`config.mk`:
```
export PLATFORM = sky130hd
export DESIGN_NAME = ws2812_chain
export DESIGN_NICKNAME = d
export VERILOG_FILES = /design/src/rtl/ws2812_chain.sv
export SDC_FILE = /design/constraint.sdc
export NUM_CORES = 1
export LEC_CHECK = 0
export BUFFER_PORTS_ARGS = -buffer_cell sky130_fd_sc_hd__buf_2
export CELL_PAD_IN_SITES_DETAIL_PLACEMENT = 0
export CELL_PAD_IN_SITES_GLOBAL_PLACEMENT = 1
export CORE_MARGIN = 2
export CORE_UTILIZATION = 51
export DETAILED_ROUTE_END_ITERATION = 10
export PLACE_DENSITY = 0.79
export SKIP_LAST_GASP = 1
export SLEW_MARGIN = 5
export SYNTH_ARGS = -nofsm -noshare
export SYNTH_HDL_FRONTEND = slang
export SYNTH_SLANG_ARGS = --single-unit
```
`constraint.sdc`:
```
create_clock -name i_Clock -period 10 [get_ports i_Clock]
set_input_delay 1 -clock i_Clock [delete_from_list [all_inputs] [get_ports i_Clock]]
set_output_delay 1 -clock i_Clock [all_outputs]
set_load 0.1 [all_outputs]
```
`src/rtl/ws2812_chain.sv`:
```
// WS2812 chain driver: streams NUM_LEDS brightness-scaled pixels from a colour RAM. First o_Led rise 2 clks after start.
// No backpressure: i_Start is taken only while o_Ready=1, and pixel writes are accepted in every state.
module ws2812_chain #(
   parameter int NUM_LEDS  = 8,
   parameter int T0H_CYC   = 20,
   parameter int T1H_CYC   = 40,
   parameter int BIT_CYC   = 60,
   parameter int RESET_CYC = 2600,
   localparam int ADDR_W   = (NUM_LEDS > 1) ? $clog2(NUM_LEDS) : 1
) (
   input  logic              i_Clock,
   input  logic              i_Reset,
   input  logic              i_WrEn,
   input  logic [ADDR_W-1:0] i_WrAddr,
   input  logic [23:0]       i_WrData,
   input  logic [7:0]        i_Brightness,
   input  logic              i_Start,
   output logic              o_Led,
   output logic              o_Ready,
   output logic              o_Done
);

   localparam int TMR_MAX = (BIT_CYC > RESET_CYC) ? BIT_CYC : RESET_CYC;
   localparam int TMR_W   = $clog2(TMR_MAX + 1);

   localparam logic [TMR_W-1:0]  BIT_LAST = TMR_W'(BIT_CYC - 1);
   localparam logic [TMR_W-1:0]  GAP_LAST = TMR_W'(RESET_CYC);
   localparam logic [ADDR_W-1:0] PX_LAST  = ADDR_W'(NUM_LEDS - 1);

   typedef enum logic [2:0] {IDLE, LOAD, HIGH, LOW, LATCH} state_t;

   state_t            state;
   logic [23:0]       ram [NUM_LEDS];
   logic [23:0]       shift;
   logic [7:0]        bright_q;
   logic [TMR_W-1:0]  timer;
   logic [TMR_W-1:0]  hi_len;
   logic [4:0]        bit_idx;
   logic [ADDR_W-1:0] px_idx;
   logic [ADDR_W-1:0] px_nxt;

   function automatic logic [7:0] scale_ch(input logic [7:0] ch, input logic [7:0] b);
      return 8'(({8'd0, ch} * ({8'd0, b} + 16'd1)) >> 8);
   endfunction

   function automatic logic [23:0] grb_word(input logic [23:0] rgb, input logic [7:0] b);
      return {scale_ch(rgb[15:8], b), scale_ch(rgb[23:16], b), scale_ch(rgb[7:0], b)};
   endfunction

   assign hi_len = shift[23] ? TMR_W'(T1H_CYC) : TMR_W'(T0H_CYC);
   assign px_nxt = px_idx + 1'b1;

   // Colour RAM: not reset; reads in the FSM see the value before a same-edge write.
   always_ff @(posedge i_Clock) begin
      if (i_WrEn && (32'(i_WrAddr) < NUM_LEDS))
         ram[i_WrAddr] <= i_WrData;
   end

   always_ff @(posedge i_Clock or posedge i_Reset) begin
      if (i_Reset) begin
         state    <= IDLE;
         o_Led    <= 1'b0;
         o_Ready  <= 1'b1;
         o_Done   <= 1'b0;
         shift    <= '0;
         bright_q <= '0;
         timer    <= '0;
         bit_idx  <= '0;
         px_idx   <= '0;
      end else begin
         // o_Led trails the state by one clock; the latch count absorbs that extra cycle.
         o_Led  <= (state == HIGH);
         o_Done <= 1'b0;
         case (state)
            IDLE: begin
               if (i_Start) begin
                  bright_q <= i_Brightness;
                  px_idx   <= '0;
                  o_Ready  <= 1'b0;
                  state    <= LOAD;
               end
            end
            LOAD: begin
               shift   <= grb_word(ram[px_idx], bright_q);
               timer   <= '0;
               bit_idx <= '0;
               state   <= HIGH;
            end
            HIGH, LOW: begin
               if (timer == BIT_LAST) begin
                  timer <= '0;
                  if (bit_idx == 5'd23) begin
                     bit_idx <= '0;
                     if (px_idx == PX_LAST) begin
                        state <= LATCH;
                     end else begin
                        // Next pixel is fetched on the closing edge of the last bit, so bits stay contiguous.
                        px_idx <= px_nxt;
                        shift  <= grb_word(ram[px_nxt], bright_q);
                        state  <= HIGH;
                     end
                  end else begin
                     bit_idx <= bit_idx + 5'd1;
                     shift   <= {shift[22:0], 1'b0};
                     state   <= HIGH;
                  end
               end else begin
                  timer <= timer + 1'b1;
                  if (state == HIGH && (timer + 1'b1) == hi_len)
                     state <= LOW;
               end
            end
            LATCH: begin
               if (timer == GAP_LAST) begin
                  timer   <= '0;
                  o_Done  <= 1'b1;
                  o_Ready <= 1'b1;
                  state   <= IDLE;
               end else begin
                  timer <= timer + 1'b1;
               end
            end
            default: state <= IDLE;
         endcase
      end
   end

endmodule

```
Yosys cells after proc, flatten, opt, wreduce, memory -nomap -nowiden
Memories as Yosys holds them, arrays and structs flattened. Cells that the tools add are included.

$add $sub $neg: 4. Multipliers: 6. Equal/unequal tests: 16. Mux-type cells: 30. Reduce and logical (&&, ||, !) cells: 13.

Operator list (number): 8-bit by 16-bit multiplier with 16-bit output (5); 24-bit two-way mux (3); 24-bit case mux with 2 select lines (1); 12-bit case mux with 3 select lines (1); 3-bit two-way mux (10); 12-bit two-way mux (2); 8-bit by 9-bit multiplier with 16-bit output (1); 12-bit by 1-bit adder with 12-bit output (second input constant) (1); 12-bit equality test (second input constant) (1); 12-bit by 6-bit equality test with 1-bit output (1); 12-bit by 6-bit equality test with 1-bit output (second input constant) (1); 3-bit case mux with 4 select lines (1); 5-bit two-way mux (2); 2-bit != test (second input constant) (5); 5-bit case mux with 2 select lines (1); 8-bit by 1-bit adder with 9-bit output (second input constant) (1); 3-bit AND reduction (3); 3-bit by 2-bit equality test with 1-bit output (second input constant) (2); 3-bit equality test (second input constant) (2); 1-bit two-way mux (6); 6-bit two-way mux (1); 3-bit != test (second input constant) (2); 3-bit case mux with 2 select lines (1); 2-bit nonzero test (3); other kinds (11) (12).

Register bits: 58. Memory bits (writable): 192. Input port bits: 39. Memories: 1.

Memory list: ram (depth 8, bits a word 24, read ports 2, clocked after Yosys merged registers in 0, write ports 1, line 33) `logic [23:0] ram [NUM_LEDS];`.

Depth between registers and ports, before layout
An unclocked memory read counts as a cell.

Depth in word-level cells: 7. Depth in mapped cells: 26. Mapped depth without buffers: 21.

Least setup slack after synthesis
No wires, ideal clock.

Path type: reg2reg. Start: register px_idx[1]. End: register shift[6]. Library setup time: 125 ps. Data arrival time: 6785 ps. Required time: 9875 ps. Path slack: 3090 ps. Cell stages (with the launch flop): 24. Clock period less this slack: 6910 ps. Path through: dfrtp_1 ha_1 buf_4 buf_2 clkbuf_1 mux4_2 mux2i_1 or2_1 fa_1 fa_1 inv_1 fa_1 inv_1 fa_1 inv_1 ha_1 nand4b_1 nor3_1 a32o_1 o311a_4 a31oi_1 xor2_1 a221oi_2 mux2_2.

Cells in the longest elaborated chain, start to end: 7. Elaborated cells between the ends (all ways): 11. Those cells by class: add/sub (1); mul (2); eq/ne (2); mux (4); reduce/logical (1); memory (1).

Ends and longest elaborated chain: start: declaration (line 39) `logic [ADDR_W-1:0] px_idx;`; start signal: assignment (line 98) `px_idx <= px_nxt;`; 3-bit by 1-bit adder with 3-bit output (line 51) `assign px_nxt = px_idx + 1'b1;`; memory read 8 x 24 bit; 8-bit by 9-bit multiplier with 16-bit output (line 43) `return 8'(({8'd0, ch} * ({8'd0, b} + 16'd1)) >> 8);`; 24-bit two-way mux (line 94) `if (px_idx == PX_LAST) begin`; 24-bit two-way mux (line 92) `if (bit_idx == 5'd23) begin`; 24-bit two-way mux (line 90) `if (timer == BIT_LAST) begin`; 24-bit case mux with 2 select lines (line 74) `case (state)`; end signal: assignment (line 84) `shift <= grb_word(ram[px_idx], bright_q);`; end signal: assignment (line 99) `shift <= grb_word(ram[px_nxt], bright_q);`; end signal: assignment (line 104) `shift <= {shift[22:0], 1'b0};`; end: declaration (line 34) `logic [23:0] shift;`.

Parallel ways exist; a longest one is shown, timed or not. The select of a mux whose other input is x is not followed. A chain may end at the register's enable or synchronous reset.

Final worst setup path
Same ends and word-level chain as after synthesis.

==> metrics.md <==
| Metric | Value |
|---|---|
| Initial DRC count | 1055 |
| Worst Clk Skew | 0.0260 ns |
| Top post-synthesis cells by area | edfxtp_1 (24%), fa_1 (20%), ha_1 (10%), mux4_2 (8.1%), dfrtp_1 (5.9%) |
| Syn Inst Count | 2181 |
| Clk_lat worst skew | approximately 0.58 ns |
| Syn nets | 2659 |
| Final Cycle Share | 78.5% |
| Ys async rst share | 23.2% |
| Post_cts resized | 0 |
| Post-synth top area share | between 20% and 30% |
| Max Fclk | 127 MHz |
| CTS tree | yes |
| Final ANT Viol Nets | 0 |
| Final hold vios | 0 |
| Row cnt | 79 |
| Drt wl/cell | 20.2 um |
| Chip width | 221 um |
| Post-synth cell types | 83 |
| Total Routing Usage GR | approximately a quarter |
| Vias post-DR | 16200 |
| Number of max-cap violations | 0 |
| Vias in the first global route | approximately 17000 |
| Syn Std Cell Area | 0.0240 sq mm |
| Sum Neg Setup Slack | 0 ns |
| Via density | 5.71 |
| PortBufs | 41 |
| Crit Path Class | flip-flop to flip-flop |
| Detailed placement HPWL | ~40 mm |
| Critical path launch point type | flip-flop |
| Leading area contributor after synthesis | edfxtp_1 |
| Family with the most delay on the worst path | adder cells |
| Final #Nets | 2683 |
| Worst Path Required | between 10 and 15 ns |
| Syn avg cell area | 11.0 sq um |
| Worst Path Buf+Inv | 4 |
| Post-CTS Setup Bufs | 0 |
| Fin crit period | approximately 8 ns |
| Relative max-transition margin | 15.0% |
| 1st-pass router iterations | 7 |
| Post-synth EDFFs | 192 |
| Worst Setup End Kind | flip-flop |
| Seq/Total Area, Yosys | 30.1% |
| Warnings from Yosys | 0 |
| Synth cell count leaders | nor2_1 (348), inv_1 (312), fa_1 (240), ha_1 (199), edfxtp_1 (192) |
| # diodes | 0 |
| Cell chain of the critical path | buf_4 -> ha_2 -> mux4_2 -> mux2i_1 -> or2_1 -> fa_1 -> fa_1 -> inv_1 -> fa_1 -> inv_1 -> fa_1 -> inv_1 -> ha_1 -> nand4b_1 -> nor3_1 -> a32o_1 -> o311a_4 -> a31oi_1 -> xor2_1 -> a221oi_2 -> mux2_2 |
| Pin count of the biggest net entering global routing | 59 |
| Slowest stage cell, crit path | ha_2 |
| Unrepaired setup endpoints after global routing | no |
| Worst Path Max Fanout | 50 |
| DIE HEIGHT | roughly 220 um |
| Clock Tree Buf Depth | 3 |
| Total CTS buffers | 28 |
| Ratio of cells with drive above 1 in the final layout | 13.6% |
| Clock root cell | clkbuf_16 |
| CTS H-tree lvls | 1 |
| Global-route wire length before repair | about 90 mm |
| Clock Sink Count | 250 |
| Gpl congestion | about 0.85 |
| WL final | around 57 mm |
| # hold bufs at CTS | 0 |
| Final setup vio count | 0 |
| Hold Path Class | flip-flop to flip-flop |
| WP data arrival | 8.31 ns |
| Die area | around 0.049 sq mm |
| CORE AREA | 0.0465 sq mm |
| DRC | 0 |
| Syn-to-layout area delta | 8.14% |
| Clk pin slew, worst setup/hold paths | 0.07 ns |
| Flops & latches, synth | 250 |
| I/O pin count | 42 |
| Most common cell in the netlist | nor2_1 |
| Final Slew Violations | 0 |
| Initial Utilization | between 50% and 60% |
| Antenna violations before repair | 3 |
| Worst Tran Pin Value | 1.24 ns |
| Crit path largest cell delay | 0.96 ns |
| Cell mode on critical path | fa_1 |
| Status | complete, no violations |
| Main synth FF type | edfxtp_1 |
| GR Overflow Total | 0 |
-- per-layer routing --
layer  track usage, %  vias up  wire length (um)
li1                 -     7420                 -
met1             33.5     8252             25800
met2             39.5      423             27200
met3             3.01       73              3040
met4             4.76        2              1070
met5                0        -                 7
-- worst register-to-register path, delay by kind of cell, from the launching register on --
kind,cells,cell delay (ns)
buffers and inverters,4,0.74
AO/OA/AOI/OAI,4,1.13
multiplexers,3,1.75
AND/OR/NAND/NOR,3,0.44
XOR/XNOR,1,0.24
flip-flops,1,0.34
adder cells (fa/ha/maj),6,3.11
-- layout by cell type (no fill, tap or decap), drive strengths merged, types with 45 or more instances in the layout --
cell and count:
a21oi 45, buf 82, dfrtp 57, edfxtp 192
fa 240, ha 199, inv 317, mux2i 53
mux4 96, nand2 70, nor2 348, o21ai 67
or2 74, xnor2 53
-- area by class of cell --
cell class / instances / area [sq um]
Clock buffer: 29 / 704
Clock inverter: 21 / 240
Fill cell: 3930 / 20500
Inverter: 313 / 1170
Multi-Input combinational cell: 1530 / 15300
Sequential cell: 250 / 7220
Tap cell: 607 / 759
Timing Repair Buffer: 82 / 513
-- final timing paths --
kind / end / depth (start not counted) / slack (ns) / from
min: shift[22] / 2 / 0.49 / shift[22]
min reg2reg: shift[22] / 2 / 0.49 / shift[22]
max reg2reg: shift[6] / 21 / 2.15 / px_idx[1]
max in group asynchronous: px_idx[0] / 3 / 8.66 / i_Reset
max: shift[6] / 21 / 2.15 / px_idx[1]
min in group asynchronous: timer[2] / 3 / 0.68 / i_Reset
-- cells by family after synthesis --
family / Yosys count / synth area share (%)
AND/OR/NAND/NOR: 653 / 12.7
multiplexers: 161 / 12.1
flip-flops: 250 / 30.1
XOR/XNOR: 73 / 2.66
buffers and inverters: 401 / 6.49
adder cells (fa/ha/maj): 439 / 30.4
AO/OA/AOI/OAI: 204 / 5.57
-- state kept, by name (all words and copies together) (netlist names) --
signal,flops
bit_idx,5
state,3
o_Done,1
px_idx,3
o_Led,1
ram,192
bright_q,8
o_Ready,1
timer,12
shift,24
-- per-stage QoR --
stage / utilization, % / worst slack (ns) / instance area, sq um / std cells / hold slack [ns]
3_3_place_gp: 53.8 / 2.30 / 25000 / 2782 / 0.462
6_report: 55.9 / 2.15 / 26000 / 2832 / 0.486
2_1_floorplan: - / 3.09 / 24000 / 2181 / 0.447
5_1_grt: 55.9 / 1.59 / 26000 / 2832 / 0.514
4_1_cts: 55.9 / 2.11 / 26000 / 2832 / 0.488
3_5_place_dp: 53.8 / 2.16 / 25000 / 2782 / 0.477
Power is not shown: default switching activity piles up to over one toggle a cycle in this logic, so the estimate is an artifact.
